===== src/rtl/tlb_inv_walker.sv =====
// INVTLB walker: sweeps every TLB entry through a one-cycle-latency key read port
// and clears the valid bit of each entry selected by the INVTLB op code.

package tlb_inv_walker_pkg;
  typedef struct packed {
    logic        e;
    logic        g;
    logic [9:0]  asid;
    logic [18:0] vppn;
    logic [5:0]  ps;
  } tlb_key_t;
endpackage

module tlb_inv_walker
  import tlb_inv_walker_pkg::*;
#(
  parameter int ENTRY_NUM = 32,
  localparam int IDX_W = (ENTRY_NUM > 1) ? $clog2(ENTRY_NUM) : 1
) (
  input  logic             clk,
  input  logic             rst,
  input  logic             inv_valid_i,
  output logic             inv_ready_o,
  input  logic [4:0]       inv_op_i,
  input  logic [9:0]       inv_asid_i,
  input  logic [18:0]      inv_vppn_i,
  output logic [IDX_W-1:0] key_raddr_o,
  input  tlb_key_t         key_rdata_i,
  output logic             update_o,
  output logic [IDX_W-1:0] update_idx_o,
  output tlb_key_t         update_key_o,
  output logic             busy_o,
  output logic             done_o,
  output logic             illegal_op_o,
  output logic [1:0]       state_dbg_o
);

  localparam logic [1:0] S_IDLE  = 2'd0;
  localparam logic [1:0] S_SCAN  = 2'd1;
  localparam logic [1:0] S_DRAIN = 2'd2;

  localparam logic [IDX_W-1:0] LAST_IDX = IDX_W'(ENTRY_NUM - 1);
  localparam logic [4:0]       MAX_OP   = 5'd6;

  logic [1:0]       state_q, state_d;
  logic [IDX_W-1:0] rd_ptr_q, rd_ptr_d;
  logic [IDX_W-1:0] cmp_idx_q, cmp_idx_d;
  logic             cmp_valid_q, cmp_valid_d;
  logic [4:0]       op_q, op_d;
  logic [9:0]       asid_q, asid_d;
  logic [18:0]      vppn_q, vppn_d;
  logic             done_q, done_d;
  logic             illegal_q, illegal_d;

  logic             accept;
  logic             va_match;
  logic             asid_match;
  logic             kill;

  // Handshake: a request transfers on a rising edge where inv_valid_i and
  // inv_ready_o are both high; the requester holds operands stable until then,
  // and the walker samples them only on that edge.
  assign accept = inv_valid_i && (state_q == S_IDLE);

  always_comb begin
    state_d   = state_q;
    rd_ptr_d  = rd_ptr_q;
    op_d      = op_q;
    asid_d    = asid_q;
    vppn_d    = vppn_q;
    done_d    = 1'b0;
    illegal_d = 1'b0;
    case (state_q)
      S_IDLE: begin
        if (accept) begin
          op_d     = inv_op_i;
          asid_d   = inv_asid_i;
          vppn_d   = inv_vppn_i;
          rd_ptr_d = '0;
          if (inv_op_i > MAX_OP) begin
            illegal_d = 1'b1;
          end else begin
            state_d = S_SCAN;
          end
        end
      end
      S_SCAN: begin
        // Pointer wraps back to 0 after the last entry, ready for the next walk.
        rd_ptr_d = rd_ptr_q + IDX_W'(1);
        if (rd_ptr_q == LAST_IDX) begin
          state_d = S_DRAIN;
        end
      end
      S_DRAIN: begin
        state_d = S_IDLE;
        done_d  = 1'b1;
      end
      default: begin
        state_d = S_IDLE;
      end
    endcase
  end

  // The compare stage trails the read address by one cycle to line up with key_rdata_i.
  assign cmp_valid_d = (state_q == S_SCAN);
  assign cmp_idx_d   = rd_ptr_q;

  always_ff @(posedge clk) begin
    if (rst) begin
      state_q     <= S_IDLE;
      rd_ptr_q    <= '0;
      cmp_idx_q   <= '0;
      cmp_valid_q <= 1'b0;
      op_q        <= '0;
      asid_q      <= '0;
      vppn_q      <= '0;
      done_q      <= 1'b0;
      illegal_q   <= 1'b0;
    end else begin
      state_q     <= state_d;
      rd_ptr_q    <= rd_ptr_d;
      cmp_idx_q   <= cmp_idx_d;
      cmp_valid_q <= cmp_valid_d;
      op_q        <= op_d;
      asid_q      <= asid_d;
      vppn_q      <= vppn_d;
      done_q      <= done_d;
      illegal_q   <= illegal_d;
    end
  end

  // A 4MB page ignores the low ten VPPN bits.
  assign va_match   = (key_rdata_i.vppn[18:10] == vppn_q[18:10]) &&
                      ((key_rdata_i.ps == 6'd22) || (key_rdata_i.vppn[9:0] == vppn_q[9:0]));
  assign asid_match = (key_rdata_i.asid == asid_q);

  always_comb begin
    kill = 1'b0;
    case (op_q)
      5'd0, 5'd1: kill = 1'b1;
      5'd2:       kill = key_rdata_i.g;
      5'd3:       kill = !key_rdata_i.g;
      5'd4:       kill = !key_rdata_i.g && asid_match;
      5'd5:       kill = !key_rdata_i.g && asid_match && va_match;
      5'd6:       kill = (key_rdata_i.g || asid_match) && va_match;
      default:    kill = 1'b0;
    endcase
  end

  always_comb begin
    update_key_o   = key_rdata_i;
    update_key_o.e = 1'b0;
  end

  assign update_o     = cmp_valid_q && key_rdata_i.e && kill;
  assign update_idx_o = cmp_idx_q;
  assign key_raddr_o  = rd_ptr_q;
  assign inv_ready_o  = (state_q == S_IDLE);
  assign busy_o       = (state_q != S_IDLE);
  assign done_o       = done_q;
  assign illegal_op_o = illegal_q;
  assign state_dbg_o  = state_q;

endmodule

===== config.mk =====
export PLATFORM = sky130hd
export DESIGN_NAME = tlb_inv_walker
export DESIGN_NICKNAME = d
export VERILOG_FILES = /design/src/rtl/tlb_inv_walker.sv
export SDC_FILE = /design/constraint.sdc
export NUM_CORES = 1
export LEC_CHECK = 0
export BUFFER_PORTS_ARGS = -buffer_cell sky130_fd_sc_hd__buf_2
export CAP_MARGIN = 20
export CORE_ASPECT_RATIO = 1.2
export CORE_MARGIN = 2
export CORE_UTILIZATION = 45
export CTS_BUF_LIST = sky130_fd_sc_hd__clkbuf_16
export DETAILED_ROUTE_END_ITERATION = 10
export HOLD_SLACK_MARGIN = 0.05
export PLACE_DENSITY = 0.85
export SLEW_MARGIN = 30
export SYNTH_ARGS = -nofsm -noshare
export SYNTH_HDL_FRONTEND = slang
export SYNTH_SLANG_ARGS = --single-unit

===== constraint.sdc =====
create_clock -name clk -period 3.13 [get_ports clk]
set_clock_uncertainty 0.1 [all_clocks]
set_input_delay 0.4695 -clock clk [delete_from_list [all_inputs] [get_ports clk]]
set_output_delay 0.4695 -clock clk [all_outputs]
set_load 0.05 [all_outputs]

==> results of run 1 <==
## registers in the layout, summed over array words and instances, names as in the netlist, 2 cells and up
signal / flops
state_dbg_o: 2
update_idx_o: 5
op_q: 5
vppn_q: 19
key_raddr_o: 5
asid_q: 10
## final cells by class
cell class / count / area [um2]
clock buffer: 5 / 125
clock inverter: 3 / 46.3
fill: 502 / 2290
inverter: 3 / 11.3
multi-input combinational: 192 / 1090
sequential: 49 / 981
tap: 62 / 77.6
timing repair buffer: 128 / 646
## per-stage QoR
| stage | utilization | instance area [um2] | power (W) |
|---|---|---|---|
| floorplan | - | 2430 | 0.000932 |
| global placement | 0.532 | 2800 | 0.000989 |
| detailed placement | 0.532 | 2800 | 0.000995 |
| CTS | 0.565 | 2970 | 0.00160 |
| global route | 0.565 | 2970 | 0.00166 |
| finish | 0.565 | 2970 | 0.00158 |
## worst max path at each step
stage,cells past startpoint,to,slack (ns)
after floorplan,5,update_o,1.02
after global routing,6,update_o,0.57
after global placement,7,update_o,0.79
after detailed placement,7,update_o,0.77
after CTS,6,update_o,0.72
final,6,update_o,0.75
## where the power goes
part	internal [W]	switching (W)	total, W	leakage [nW]
combinational	0.0000995	0.000203	0.000302	0.956
clock	0.000378	0.000225	0.000602	0.0800
sequential	0.000653	0.0000222	0.000676	0.401
## synth_stat cells, types with 4 or more instances
library cell  instances
dfxtp_1              49
xor2_1               19
nand4_1               5
nor2b_1               6
xnor2_1              12
a22oi_1               5
nand2_1              70
nor4_1                5
a21oi_1              34
nor2_1                7
buf_4                38
clkbuf_1              4
nand3_1               4
## logic make-up after synthesis
family	share of synthesized area
flip-flops	0.403
adder cells (fa/ha/maj)	0.0103
AO/OA/AOI/OAI	0.105
XOR/XNOR	0.112
other	0.00154
multiplexers	0.00875
buffers and inverters	0.150
AND/OR/NAND/NOR	0.209
## critical path, stage by stage, from the launching register on
cell and delay [ns]:
dfxtp_1 0.32, xor2_1 0.16, nor4_1 0.32, nand4_1 0.15, a22oi_1 0.20, a21o_1 0.13
buf_2 0.26
## per-layer routing
metal	track usage	vias up	wire length [um]
met4	0.0600	0	73
met2	0.318	72	2730
met5	0	-	0
met1	0.192	978	2140
met3	0.0348	6	325
li1	-	1102	-
==> results.txt, run 1 <==
The net total in the final layout is 455. The number of detailed-routing iterations run before antenna repair is 4. For the pin with the worst max-slew slack, the measured transition is 0.654 ns. The number of global-route vias before repair is 1969.

The worst hold path begins at inv_vppn_i[10]. The path with the worst hold slack has its endpoint at vppn_q[10]. The Yosys warning count is 0. Entering global routing, the biggest net connects 36 pins.

The initial core utilization came out at 0.462. The flow ran to the end, and the final reports show no timing, DRC or antenna violations. The number of top-level pins came out at 128. The final setup slack of the worst path is 0.750 ns. The first global-routing pass estimated 8300 um of wire. The number of hold violations in the final report is 0. Setup repair after global routing left no endpoint under its margin. For this run, the register share of the synthesized area comes to 0.403. The initial antenna violation count came out at 0. The y dimension of the die is 84.5 um. The maximum VDD drop came out at 290 uV. The critical path starts at vppn_q[5].

The library cell used most frequently in the layout, excluding fill and tap cells, is buf_2. The share of Yosys cell area claimed by the top area cell type is 0.403. By area the synthesized netlist is led by dfxtp_1 40%, buf_4 12%, nand2_1 11%, a21oi_1 7.0%, xor2_1 6.8%. Post-CTS repair changed the size of 0 cells. Max-cap violations in this run came to 0. The total clock sinks is 49. The maximum root-to-sink buffer count came out at 2. The startpoint class of the critical path is a flip-flop.

The critical-path maximum fanout came out at 2. The length in cells of the worst reg-to-reg path is 5. The total power divided by cell area came out at 532 nW/um2.

Across all register-to-register paths, the minimum setup slack is 1.30 ns. The remaining max-slew budget at the tightest pin came out at 0.562. STA classifies the critical path endpoint as an output pin. The number of remaining DRC errors is 0. The x dimension of the die came out at 71.1 um. At the worst endpoint, the arrival time is 1.81 ns. The worst hold path was traced through 3 stages.

The remaining number of nets flagged by the antenna check after routing is 0. The top flip-flop cell by instance count after synthesis is dfxtp_1. The number of flops mapped to enable cells by yosys is 0. Detailed placement finished with a half-perimeter wire length of 4110 um.

The placeable core area is 5260 um2. After the flow finishes, the layout carries non-filler instances totaling 442. The total detailed-routing wirelength is 5260 um.

Counting flops with an async set or reset pin after synthesis yields a share of 0. The number of pins with negative max-slew slack in the final report is 0. When the netlist entered floorplanning its net count stood at 369. TritonCTS built the clock tree. The number of setup buffers added after CTS is 0.

The startpoint-to-endpoint class of the critical path is flip-flop to output pin. During placement, the flow inserted port buffers numbering 126. The clock buffer count from CTS is 5. The antenna diode instance count came out at 0. The final total negative setup slack came out at 0 ns. The layout-stage area growth over the synthesis result came out at 22.3%. The clock slew at the register clock pins of the worst setup and hold paths came out at 0.06 ns. The number of cells produced by synthesis came out at 293. Across every metal layer, demand over resource in global routing totals 0.172. The clock reaches the later pin of the worst-skew pair after 0.28 ns. The full die area is 6010 um2. For this design, the CTS-stage hold fixing added 0 buffers. The path type of the worst min-delay path is input port to flip-flop.

The aggregate global routing overflow is 0. The number of cells in the design after placement is 434. The upper clock frequency limit is 420 MHz. The clock tree synthesis step divided the H-tree into 2 levels. In the final routed layout, each cell accounts on average for 11.9 um. The worst register-to-register path ends at op_q[0]. The share of layout cells above drive strength 1 is 0.366. The final critical-path required period is 2.38 ns. The synthesized area divided by synthesized cell count is 8.30 um2. The routability congestion estimate came out at 0.792. The initial detailed-routing violation count is 43. The final cycle utilization of the critical path came out at 0.760.

The final setup violation count is 0. At the placement stage, the worst setup path has a slack of 0.771 ns. After detailed routing, the number of vias per cell comes to 4.88. The worst hold slack came out at 0.317 ns. The startpoint identified for the worst register-to-register timing path is state_dbg_o[0].

The row count is 29. The total standard cell area after synthesis came out at 2430 um2. In this run the clock root is driven by a clkbuf_16. The library cells used most frequently in the layout, excluding fill and tap cells, are 126 x buf_2, 70 x nand2_1, 49 x dfxtp_1. For the worst setup path, the data required time is 2.56 ns. The number of different library cells used by synthesis comes to 36. The leakage power figure came out at 1.44 nW. The cell taking the most area after synthesis is dfxtp_1.

Synthesis inferred 49 register bits. The via count of the routed design is 2158.
No activity file was read; power rests on OpenSTA's default activity.
==> run 2, diff against run 1 <==
ABC_AREA = 1   (was unset)
PLACE_DENSITY = 0.83   (was 0.85)
clock period = 2.27 ns   (was 3.13 ns; I/O delays follow)
==> results.txt, run 2 <==
The run finished with clean final reports. The aggregate global routing overflow came to 0 (unchanged). The endpoint identified for the worst register-to-register timing path is vppn_q[16]. The clock buffer count from CTS is 5 (unchanged). The x dimension of the die came out at 74.6 um (+5.0%). The initial antenna violation count came out at 0 (unchanged).

The portion of total power attributed to sequential cells was 0.418 (-0.009). The clock network power share came out at 0.365 (-0.016). The HPWL after detailed placement came out at 4670 um (+13%). The maximum level of the CTS H-tree is 2 (unchanged). The async set-reset flop share out of synthesis came out at 0 (unchanged). The cell taking the most area after synthesis is dfxtp_1. The most used flip-flop cell after synthesis is dfxtp_1.

The via count of the routed design came out at 2465 (+14%). The initial core utilization came to 0.472 (+0.0103). The clock slew at the register clock pins of the worst setup and hold paths is 0.07 ns (about the same). The first-pass GRT wire length came out at 9400 um (+13%). The layout-stage area growth over the synthesis result is 20.3%.

The number of detailed-routing iterations run before antenna repair came to 4 (unchanged). vppn_q holds more flip-flops than any other register. The remaining max-slew budget at the tightest pin is 0.632 (+0.0696). The length in cells of the worst reg-to-reg path is 6 (+1). The y dimension of the die is 88.8 um (+5.0%).

The maximum VDD drop came out at 349 uV (+20%). The slack of the worst reg-to-reg path came out at 0.75 ns (-0.55 ns). The library cells used most frequently in the layout, excluding fill and tap cells, are 125 x buf_2, 60 x nor2_1, 55 x nand2_1.

The total routing usage reported by global routing came out at 0.181 (+0.00930). In the finished design, the share of the clock period the worst path needs comes to 0.927. The final setup slack of the worst path came to 0.165 ns (-0.585 ns). The antenna diode instance count came out at 0 (unchanged).

The share of layout cells above drive strength 1 is 0.334 (-0.0317). The sum of met2 wire segment lengths after detailed routing came out at 3100 um (+14%). The number of cells produced by synthesis was 377 (+29%). The final setup violation count came out at 0 (unchanged).

The data required time at the worst endpoint was 1.83 ns (-0.73 ns). The launching point of the worst reg2reg path is state_dbg_o[1]. The maximum number of pins on one net before global-route repair came out at 45 (+25%). The number of remaining DRC errors came to 0 (unchanged). The startpoint class of the critical path is a flip-flop. The worst stage delay on the critical path came out at 0.37 ns (+0.05 ns). Ranked by total cell area, the synthesized netlist is headed by dfxtp_1 36%, buf_4 10%, nor2_1 8.4%, nand2_1 7.7%, inv_1 7.5%. The routability congestion estimate came out at 0.738 (-6.9%). Setup repair after global routing left no endpoint under its margin. For hold timing, the worst endpoint is vppn_q[10]. The worst endpoint data arrival time came to 1.66 ns (-0.15 ns). The number of pins with negative max-slew slack in the final report was 0 (unchanged). The row count is 30 (+3.4%).

The post-synthesis net count was 453 (+23%). The slowest library cell on the worst path is dfxtp_1. The Yosys warning count came out at 0 (unchanged). Sorting the synthesized cells by how often they occur yields 60 x nor2_1, 55 x nand2_1, 54 x inv_1.

The path type of the worst min-delay path is input port to flip-flop. The switching fraction of total power is 0.301 (+0.0159). The portion of total power attributed to combinational logic is 0.217 (+0.026).

The net total in the final layout is 539 (+18%). The total buffers and inverters traversed by the critical path came out at 2 (+1). The total of fill cells in the finished design is 559 (+11%). CTS placed an instance of clkbuf_16 at the clock tree root. The critical-path maximum fanout came to 3 (+1). The number of flops mapped to enable cells by yosys is 0 (unchanged). The full die area is 6630 um2 (+10%). The actual transition at the worst max-transition pin is 0.551 ns (-0.103 ns).

The largest registers in the layout are vppn_q (19), asid_q (10). The internal portion of total power is 0.00159 W (+40%). The number of buffer cells added on primary ports came to 126 (unchanged).

The critical path goes through nand2_1, inv_1, nor2_1, nor2_1, nand3_1, o21bai_1, nand3_1, a21oi_2, buf_6. Leaving out fill and tap cells, the most frequent cell in the layout is buf_2. The remaining number of nets flagged by the antenna check after routing came out at 0 (unchanged). The number of setup buffers added after CTS is 0 (unchanged). The average routed wire per standard cell is 10.9 um (-8.1%). The placeable core area came out at 5710 um2 (+8.4%).

The hold buffer count at cts came out at 0 (unchanged). The number of hold violations in the final report came to 0 (unchanged). The startpoint-to-endpoint class of the critical path is flip-flop to output pin. Yosys instantiated no cell more often than nor2_1.

The final critical-path required period is 2.10 ns. The synthesized area divided by synthesized cell count is 7.15 um2 (-14%). The share of Yosys cell area claimed by the top area cell type came out at 0.364 (-0.0395). The kind of capture point of the worst setup path is an output pin. The number of maximum-capacitance constraint violations came out at 0 (unchanged).

The detail-routed via count per cell is 4.53 (-7.2%). The startpoint of the most critical hold path is inv_vppn_i[10]. The upper clock frequency limit is 475 MHz. The worst hold path cell count came to 3 (unchanged). The flip-flop count of the largest register, all copies and words added is 19 (unchanged). The highest layer touched by signal routing is met4. The sequential cell area is 981 um2 (unchanged). The initial detailed-routing violation count came to 57 (+33%). The count of cell types in the netlist came out at 33 (-8.3%).

The total power divided by cell area came out at 699 nW/um2 (+32%). The net switching power is 0.000681 W (+51%). The worst slack after detailed placement came to 0.166 ns (-0.605 ns). The final total negative setup slack came out at 0 ns (unchanged). The leakage power figure came to 1.70 nW (+18%). The length of routed wiring on met1 is 2460 um (+15%).

The number of top-level pins is 128 (unchanged). The area used by multi-input combinational logic came out at 1130 um2 (+4.1%). TritonCTS built the clock tree.

The register area share after synthesis came to 0.364 (-0.0395). The maximum root-to-sink buffer count came to 2 (unchanged). The register bit total from synthesis is 49 (unchanged). The met3 routed wirelength was 360 um (+11%). The number of global-route vias before repair was 2296 (+17%). The cell family contributing the most delay on the critical path is simple AND/OR/NAND/NOR gates.

The total standard cell area after synthesis is 2700 um2 (+11%). The clock latency at the later pin of the worst-skew pair is 0.28 ns (about the same). The total detailed-routing wirelength came out at 5960 um (+13%). The total clock sinks came to 49 (unchanged).
run 2: cells by family after synthesis:
kind of cell / synth area share
DFF: 0.364
and+or+nand+nor: 0.223
xor gates and xnor gates: 0.0358
AOI/OAI and AO/OA: 0.148
adders and majority gates: 0.00928
other: 0.00139
buffers and inverters: 0.219
run 2: cell type report:
class | instances | area share
multi-input combinational | 222 | 0.349
sequential | 49 | 0.303
inverter | 59 | 0.0699
tap | 80 | 0.0309
timing repair buffer | 126 | 0.196
clock buffer | 5 | 0.0386
clock inverter | 3 | 0.0127
run 2: worst max path at each step:
stage	end	cells after the start	start	slack (ns)
after global placement	update_o	9	key_rdata_i[27]	0.15
after CTS	update_o	8	asid_q[2]	0.03
after detailed placement	update_o	9	key_rdata_i[27]	0.17
after floorplan	update_o	6	key_rdata_i[17]	0.43
after global routing	update_o	11	asid_q[4]	0.01
final	update_o	9	vppn_q[1]	0.17
run 2: power groups by stage:
stage	sequential, W	clock [W]	combinational (W)
2_1_floorplan	0.000974	0	0.000392
3_3_place_gp	0.000963	0	0.000484
3_5_place_dp	0.000966	0	0.000493
4_1_cts	0.000947	0.000849	0.000494
5_1_grt	0.000954	0.000886	0.000544
6_report	0.000948	0.000828	0.000491
run 2: metrics by stage:
stage | total power [W] | hold WS, ns | util | cell area [um2] | instances
after floorplan | 0.00137 | 0.343 | - | 2700 | 377
after global placement | 0.00145 | 0.348 | 0.537 | 3060 | 536
after detailed placement | 0.00146 | 0.351 | 0.537 | 3060 | 536
after CTS | 0.00229 | 0.179 | 0.566 | 3230 | 544
after global routing | 0.00238 | 0.180 | 0.568 | 3240 | 544
final | 0.00227 | 0.183 | 0.568 | 3240 | 544
run 2: layer usage:
metal,vias up,GRT usage
met1,1072,0.193
met3,4,0.0376
met4,0,0.0438
met2,85,0.354
li1,1304,-
met5,-,0
run 2: tightest hold or removal path, cell delays in order:
cell and delay (ns):
buf_2 0.07, nor2_1 0.03, nor2_1 0.08
run 2: timing repair:
item | CTS | global route
pin swaps | 0 | 1
endpoints found under the setup margin | 1 | 1
gates resized for setup | 1 | 2
==> run 3, diff against run 2 <==
CORE_MARGIN = 8   (was 2)
==> results.txt, run 3 (synthesis gave the netlist of run 2 again) <==
The run finished with clean final reports. The maximum number of pins on one net before global-route repair came out at 45 (unchanged). The upper clock frequency limit came to 470 MHz (-1.1%).

The signal on the critical path passes through xnor2_1, o21ai_0, nor2_1, nand2_1, nand2_1, nand3_1, a21oi_2, buf_6. The slack of the worst reg-to-reg path is 0.69 ns (-0.06 ns). The final setup violation count came out at 0 (unchanged). In the final layout, the registers with the most flip-flops are vppn_q (19), asid_q (10). The detail-routed via count per cell was 4.51 (-0.45%). The number of top-level pins was 128 (unchanged). The x dimension of the die is 86.6 um (+16%). The antenna diode instance count was 0 (unchanged). The final critical-path required period was 2.13 ns (+0.0244 ns). The startpoint class of the critical path is a flip-flop. The root cell of the clock tree is clkbuf_16. The data required time at the worst endpoint is 1.83 ns (about the same).

The initial detailed-routing violation count is 54 (-5.3%). The share of layout cells above drive strength 1 is 0.334 (unchanged). The net total in the final layout is 539 (unchanged). The clock slew at the register clock pins of the worst setup and hold paths is 0.07 ns (about the same). vppn_q holds more flip-flops than any other register. The library cells used most frequently in the layout, excluding fill and tap cells, are 125 x buf_2, 59 x nor2_1, 55 x nand2_1. The remaining number of nets flagged by the antenna check after routing is 0 (unchanged).

The row count was 31 (+3.3%). The final core area utilization came out at 0.547 (-0.0213). The critical register-to-register path endpoint is vppn_q[16]. In this run the critical register-to-register path is launched from state_dbg_o[1]. The total power divided by cell area is 673 nW/um2 (-3.7%). The actual transition at the worst max-transition pin is 0.554 ns (+0.00282 ns). The average routed wire per standard cell was 12.0 um (+9.8%).

The routability congestion estimate is 0.850 (+15%). The worst stage delay on the critical path is 0.32 ns (-0.05 ns). The maximum level of the CTS H-tree is 2 (unchanged). The number of detailed-routing iterations run before antenna repair came out at 4 (unchanged). The clock latency at the later pin of the worst-skew pair is 0.28 ns (about the same). The number of global-route vias before repair came out at 2422 (+5.5%).

On the critical path, the stage with the largest delay is an instance of dfxtp_1. The number of non-filler instances in the completed layout is 546 (+0.37%). The maximum root-to-sink buffer count came out at 2 (unchanged). The y dimension of the die came to 101 um (+14%).

The placeable core area came out at 5900 um2 (+3.3%). The library cell used most frequently in the layout, excluding fill and tap cells, is buf_2. The total clock sinks came out at 49 (unchanged).

The worst hold path cell count is 3 (unchanged). The number of maximum-capacitance constraint violations is 0 (unchanged). The initial core utilization is 0.457 (-0.0152). The flip-flop count of the largest register, all copies and words added is 19 (unchanged). The total of fill cells in the finished design came out at 585 (+4.7%). The total detailed-routing wirelength came out at 6570 um (+10%). The leakage power figure is 1.69 nW (-0.62%).

The total routing usage reported by global routing came out at 0.146 (-0.0345). The final cycle utilization of the critical path came to 0.938 (+0.0108). The clock buffer count from CTS is 5 (unchanged).

The initial antenna violation count is 0 (unchanged). The final total negative setup slack is 0 ns (unchanged). The via count of the routed design came out at 2463 (-0.081%). The area growth from synthesis to layout is 19.6%.

In this run the most critical hold path is launched from inv_vppn_i[9]. The full die area is 8730 um2 (+32%). The maximum VDD drop is 406 uV (+16%).

STA classifies the critical path endpoint as an output pin. The number of cells in the design after placement came out at 538 (+0.37%). The worst endpoint data arrival time is 1.69 ns (+0.03 ns). The number of buffer cells added on primary ports is 126 (unchanged).

The remaining max-slew budget at the tightest pin is 0.630 (-0.00189). The aggregate global routing overflow is 0 (unchanged). In this design, the critical path's most frequently occurring cell is nand2_1. The number of remaining DRC errors is 0 (unchanged).

The path class of the tightest hold or removal check is input port to flip-flop. The length in cells of the worst reg-to-reg path came out at 6 (unchanged). The number of hold violations in the final report came out at 0 (unchanged). The critical-path maximum fanout came to 2 (-1). Setup repair after global routing left no endpoint under its margin.

The CTS tree is built. The number of pins with negative max-slew slack in the final report is 0 (unchanged). The startpoint-to-endpoint class of the critical path is flip-flop to output pin. The first-pass GRT wire length came to 10400 um (+10%). The path with the worst hold slack has its endpoint at vppn_q[9]. The HPWL after detailed placement is 5280 um (+13%).
run 3: metal layers:
| metal | GRT usage | wire (um) |
|---|---|---|
| met1 | 0.156 | 2730 |
| met2 | 0.264 | 3210 |
| met3 | 0.0538 | 558 |
| met4 | 0.0359 | 64 |
| met5 | 0 | 0 |
run 3: how the worst max path moves through the flow:
stage	start	to	slack, ns	cells after the start
global route	op_q[1]	update_o	0.009	9
detailed placement	key_rdata_i[27]	update_o	0.19	9
finish	asid_q[2]	update_o	0.14	8
global placement	key_rdata_i[27]	update_o	0.18	9
floorplan	key_rdata_i[17]	update_o	0.43	6
CTS	asid_q[2]	update_o	0.01	8
run 3: layout make-up:
cell class | count | area, um2 | share of cell area
clock buffers | 5 | 125 | 0.0388
repair buffers | 126 | 637 | 0.198
multi-input cells | 222 | 1130 | 0.351
flip-flops and latches | 49 | 981 | 0.304
well taps | 82 | 103 | 0.0318
inverters | 59 | 226 | 0.0702
clock inverters | 3 | 21.3 | 0.00660
run 3: power breakdown:
| part | total (W) | leakage (nW) | switching (W) | internal (W) |
|---|---|---|---|---|
| Clock | 0.000732 | 0.0718 | 0.000322 | 0.000410 |
| Combinational | 0.000492 | 1.21 | 0.000337 | 0.000155 |
| Sequential | 0.000947 | 0.404 | 0.0000324 | 0.000914 |
run 3: critical path: cells and delay by family (launching register included):
family                 cells  cell delay (ns)
AO/OA/AOI/OAI              2             0.29
buffers and inverters      1             0.18
flip-flops                 1             0.32
XOR/XNOR                   1             0.25
AND/OR/NAND/NOR            4             0.36
run 3: through the flow:
stage	total power, W	hold WS (ns)	setup WS (ns)	cell area [um2]
final	0.00217	0.176	0.141	3220
after global routing	0.00229	0.174	0.00855	3220
after CTS	0.00219	0.171	0.00963	3210
after detailed placement	0.00146	0.360	0.186	3060
after global placement	0.00145	0.349	0.179	3060
after floorplan	0.00137	0.343	0.431	2700
run 3: timing repair:
item	4_1_cts	5_1_grt
buffers inserted	0	0
hold buffers	0	0
setup endpoints to repair	0	1
gates resized for setup	0	5
